File: config.mk
export PLATFORM = sky130hd
export DESIGN_NAME = alu_wb_stage
export DESIGN_NICKNAME = d
export VERILOG_FILES = /design/src/rtl/alu_wb_stage.sv
export SDC_FILE = /design/constraint.sdc
export NUM_CORES = 1
export LEC_CHECK = 0
export ABC_AREA = 1
export BUFFER_PORTS_ARGS = -buffer_cell sky130_fd_sc_hd__buf_2
export CORE_MARGIN = 1
export CORE_UTILIZATION = 42
export CTS_CLUSTER_SIZE = 10
export DETAILED_ROUTE_END_ITERATION = 10
export PLACE_DENSITY = 0.76
export SLEW_MARGIN = 20
export SYNTH_ARGS = -nofsm -noshare
export SYNTH_HDL_FRONTEND = slang
export SYNTH_SLANG_ARGS = --single-unit
File: constraint.sdc
create_clock -name clk -period 1.35 [get_ports clk]
set_input_delay 0.0675 -clock clk [delete_from_list [all_inputs] [get_ports clk]]
set_output_delay 0.0675 -clock clk [all_outputs]
set_load 0.03 [all_outputs]
File: src/rtl/alu_wb_stage.sv
// Execute/writeback register behind the ALU: owns the C/V/Z/N flags, drives the register-file write port,
// and sequences multi-cycle ALU ops. Optional forwarding/flag-bypass outputs under `ALU_WB_FWD_EN`.
module alu_wb_stage #(
  parameter int REG_AW     = 4,
  parameter int MCP_CYCLES = 3
) (
  input  logic              clk,
  input  logic              reset,
  input  logic              ex_valid,
  output logic              ex_ready,
  input  logic              ex_wen,
  input  logic [REG_AW-1:0] ex_waddr,
  input  logic              ex_setflags,
  input  logic [31:0]       ex_dout,
  input  logic              ex_cout,
  input  logic              ex_vout,
  input  logic              ex_mcp,
  output logic              wb_wen,
  output logic [REG_AW-1:0] wb_waddr,
  output logic [31:0]       wb_wdata,
  output logic              flag_c,
  output logic              flag_v,
  output logic              flag_z,
  output logic              flag_n,
  output logic              busy
`ifdef ALU_WB_FWD_EN
  ,
  output logic              fwd_valid,
  output logic [REG_AW-1:0] fwd_addr,
  output logic [31:0]       fwd_data,
  output logic              flag_c_byp,
  output logic              flag_v_byp
`endif
);

  localparam int CW = $clog2(MCP_CYCLES) + 2;
  localparam logic [CW-1:0] CNT_INIT = CW'(MCP_CYCLES - 1);
  localparam logic [CW-1:0] CNT_ONE  = CW'(1);

  typedef enum logic {S_IDLE, S_WAIT} state_t;

  state_t            r_state;
  logic [CW-1:0]     r_cnt;
  logic              r_busy;
  logic              r_wb_wen;
  logic [REG_AW-1:0] r_wb_waddr;
  logic [31:0]       r_wb_wdata;
  logic              r_c, r_v, r_z, r_n;

  logic w_ready;
  logic w_capture;

  // In WAIT the ALU result is only trusted on the last cycle of the op.
  always_comb begin
    w_ready = 1'b1;
    if (r_state == S_IDLE) w_ready = !(ex_valid & ex_mcp);
    else                   w_ready = (r_cnt == CNT_ONE);
  end

  assign w_capture = ex_valid & w_ready;

  always_ff @(posedge clk) begin
    if (reset) begin
      r_state    <= S_IDLE;
      r_cnt      <= '0;
      r_busy     <= 1'b0;
      r_wb_wen   <= 1'b0;
      r_wb_waddr <= '0;
      r_wb_wdata <= '0;
      r_c        <= 1'b0;
      r_v        <= 1'b0;
      r_z        <= 1'b0;
      r_n        <= 1'b0;
    end else begin
      r_wb_wen <= 1'b0;
      if (w_capture) begin
        r_wb_wen   <= ex_wen;
        r_wb_waddr <= ex_waddr;
        r_wb_wdata <= ex_dout;
        if (ex_setflags) begin
          r_c <= ex_cout;
          r_v <= ex_vout;
          r_z <= (ex_dout == 32'd0);
          r_n <= ex_dout[31];
        end
      end
      case (r_state)
        S_IDLE: begin
          if (ex_valid & ex_mcp) begin
            r_cnt   <= CNT_INIT;
            r_state <= S_WAIT;
            r_busy  <= 1'b1;
          end
        end
        S_WAIT: begin
          // Dropping ex_valid abandons the op; the last-cycle capture also lands here.
          if (!ex_valid || (r_cnt == CNT_ONE)) begin
            r_cnt   <= '0;
            r_state <= S_IDLE;
            r_busy  <= 1'b0;
          end else begin
            r_cnt <= r_cnt - CNT_ONE;
          end
        end
        default: begin
          r_state <= S_IDLE;
          r_busy  <= 1'b0;
        end
      endcase
    end
  end

  assign ex_ready = w_ready;
  assign wb_wen   = r_wb_wen;
  assign wb_waddr = r_wb_waddr;
  assign wb_wdata = r_wb_wdata;
  assign flag_c   = r_c;
  assign flag_v   = r_v;
  assign flag_z   = r_z;
  assign flag_n   = r_n;
  assign busy     = r_busy;

`ifdef ALU_WB_FWD_EN
  assign fwd_valid  = r_wb_wen;
  assign fwd_addr   = r_wb_waddr;
  assign fwd_data   = r_wb_wdata;
  assign flag_c_byp = (w_capture & ex_setflags) ? ex_cout : r_c;
  assign flag_v_byp = (w_capture & ex_setflags) ? ex_vout : r_v;
`endif

endmodule

==> flow_metrics.tcl <==
set metrics [dict create \
    startpoint_type "register" \
    synth_warnings 0 \
    slew_headroom_pct 75.19 \
    clkSlewWorstSetupHoldPaths_ps 90 \
    fin_skew_ps 5.479 \
    power.share.switching_pct 31.05 \
    r2r-start "r_cnt[1]" \
    ys_seq_area_share_pct 49.15 \
    grt_max_degree 37 \
    p_comb_share_pct 24.4 \
    pwr-share-clk_pct 30.1 \
    final_util_pct 63.99 \
    ant_nets 0 \
    rsz0062_at_grt "yes" \
    timing.final.crit_share_pct 98.24 \
    ioPinCount 87 \
    rr_worst_depth 8 \
    h-tree-depth 2 \
    hold_viol 0 \
    antenna_cells 0 \
    synth_nets 302 \
    synthSimpleGateAreaFrac_pct 29.08 \
    drive_above_1_share_pct 38.61 \
    p_sw_mw 1.060 \
    clkLatencyLatePin_ps 300 \
    drtIter0Drc 64 \
    detailed_place_hpwl_um 3222 \
    dieArea_um2 4832 \
    cts_sinks 47 \
    cts_buffers 5 \
    worstSetupEndpointType "register" \
    track_usage_pct 18.78 \
    coreArea_um2 4354 \
    avgSynthCellArea_um2 7.478 \
    worstPathRequired_ps 1550 \
    synthesis.area_um2 1914 \
    p_per_area_nw_per_um2 1225 \
    p_leak_nw 1.349 \
    placed_area_um2 2390 \
    gr-total-overflow 0 \
    final.setup.worst_slack_ps 23.75 \
    max_freq_mhz 754.0 \
    cts_buffer_depth 2 \
    place_congestion 0.8247 \
    worst_pin_slew_ps 372.1 \
    min-delay-path-class "in2reg" \
    cp_data_arrival_time_ps 1530 \
    pre_cts_ws_ps -43.43 \
    reg2reg_to "wb_wdata[22]" \
    critPathMaxFanout 7 \
    rows 24 \
    synthCells 256 \
    seqCellArea_um2 942.2 \
    yosysTopAreaCell "dfxtp_1" \
    ys_ff_latch 47 \
    dieHeight_um 69.51 \
    yosys.area_share.adder_pct 1.307 \
    wl_um 5001 \
    whs_path_depth 3 \
    area_growth_pct 45.56 \
    fp.dieW_um 69.51 \
    synth_compound_area_share_pct 12.03 \
    cap_violations 0 \
    antenna_found_initial 0 \
    synthXorXnorAreaFrac_pct 0.9150 \
    vdd_drop_max_v 0.0007432 \
    grt_pass1_vias 1708 \
    multi_input_area_um2 950.9 \
    grt_pass1_wl_um 7334 \
    drv_slew 0 \
    holdPathEnd "wb_waddr[2]" \
    ff2ff_setup_slack_ps 20 \
    synthMuxAreaShare_pct 0 \
    min_from "ex_waddr[2]" \
    first_pass_iters 4 \
    root_buffer "clkbuf_8" \
    num_vias 1951 \
    p_int_mw 2.353 \
    power_mw 3.413 \
    viasPerCell 4.735 \
    port_buffers 86 \
    synthDominantCellAreaShare_pct 49.15 \
    ys_types 20 \
    fillers 396 \
    fin_crit_ps 1326 \
    wire_per_inst_um 12.14 \
    route.detailed.drc 0 \
    start_util_pct 43.97 \
    pwr-share-seq_pct 45.5 \
    outcome "complete, no violations" \
    report.final.setup_viol 0 \
    cts_tree "yes" \
    layout.nets 405 \
    path_class "reg2reg" \
    synth_top_family_by_area "simple AND/OR/NAND/NOR gates" \
    synthTopCellsByArea "dfxtp_1 (49%), nor2_1 (19%), o21ai_0 (8.9%)" \
    stdcell_area_um2 2786 \
]
==> worst max-delay path by stage <==
stage | from | endpoint | slack [ps] | cells past startpoint
2_1_floorplan | r_cnt[1] | wb_wdata[17] | -20 | 9
3_5_place_dp | r_cnt[1] | wb_wdata[27] | -40 | 8
6_report | r_cnt[1] | wb_wdata[22] | 20 | 8
3_3_place_gp | r_cnt[1] | wb_wdata[17] | -0.7 | 8
5_1_grt | r_cnt[1] | wb_wdata[25] | -20 | 8
4_1_cts | r_cnt[1] | wb_wdata[1] | 0.8 | 8
==> cell usage in the layout, fill, tap and decap left out, types with 2 or more instances in the layout <==
cell / Yosys / final
o21ai_2: 0 / 10
clkbuf_16: 0 / 2
inv_2: 1 / 2
nor2_1: 97 / 97
dfxtp_1: 47 / 46
a21oi_1: 5 / 5
clkbuf_8: 0 / 5
dlygate4sd3_1: 0 / 6
nor2_2: 9 / 9
nand2_8: 0 / 3
buf_6: 5 / 3
o21ai_1: 4 / 23
buf_2: 0 / 85
o21ai_0: 34 / 4
buf_8: 0 / 2
o21a_1: 2 / 2
nand2_1: 26 / 26
inv_6: 0 / 2
buf_4: 0 / 6
inv_1: 9 / 8
==> metrics by stage <==
stage | TNS (ps) | hold WS (ps) | cells
floorplan | -280.3 | 136.6 | 256
global placement | -0.6865 | 269.7 | 392
detailed placement | -544.4 | 270.4 | 392
CTS | 0 | 2.508 | 406
global route | -148.0 | 4.731 | 412
finish | 0 | 2.935 | 412
==> layout make-up <==
| type | count | share of cell area, % |
|---|---|---|
| sequential | 47 | 33.81 |
| timing repair buffer | 104 | 23.13 |
| multi-input combinational | 188 | 34.13 |
| clock buffer | 5 | 2.470 |
| timing repair inverter | 2 | 0.6286 |
| clock inverter | 3 | 1.572 |
| inverter | 11 | 1.931 |
| tap | 52 | 2.335 |
==> state kept, by name, summed over array words and instances, names as in the netlist <==
| signal | cells |
|---|---|
| flag_c | 1 |
| flag_z | 1 |
| flag_v | 1 |
| wb_waddr | 4 |
| busy | 1 |
| r_state | 1 |
| flag_n | 1 |
| wb_wdata | 32 |
| r_cnt | 4 |
| wb_wen | 1 |
==> repair_timing <==
item / CTS / global route
resized for setup: 3 / 53
pin swaps: 0 / 4
setup buffers: 0 / 1
endpoints found under the hold margin: 7 / 0
setup endpoints to repair: 36 / 37
cloned: 0 / 5
hold buffers: 6 / 0
==> per-layer routing <==
metal  wire [µm]  vias up  track usage (%)  share of wire [%]
met2        2493       70            32.36                 50
met4          34        0            4.308               0.68
met3         381        5            6.686                7.6
li1            -     1014                -                  -
met5           0        -                0                  0
met1        2091      862            22.27                 42
==> worst max-delay path: stages, from the launching register on <==
cell and delay [ps]:
dfxtp_2 340, inv_2 70, ha_4 150, nand3_4 100, nand2_8 120, nand2_8 90, clkbuf_16 180, o21ai_1 120
nor2_1 50
==> power groups by stage <==
stage | clock network (mW) | logic (mW) | registers, mW
floorplan | 0 | 0.287 | 1.78
global placement | 0 | 0.691 | 1.58
detailed placement | 0 | 0.702 | 1.58
CTS | 1.04 | 0.722 | 1.55
global route | 1.11 | 0.897 | 1.57
finish | 1.03 | 0.833 | 1.55
==> Yosys cell counts (all sizes together) <==
library cell	instances
a21oi	5
buf	6
clkbuf	5
dfxtp	47
ha	2
inv	11
nand2	29
nand3	3
nor2	106
o21a	2
o21ai	38
xnor2	1
xor2	1
==> logic make-up after synthesis <==
logic type      Yosys count
simple gates            138
flops                    47
compound gates           45
buf+inv                  22
xor+xnor                  2
fa+ha+maj                 2
Power figures use the tool's default switching activity.
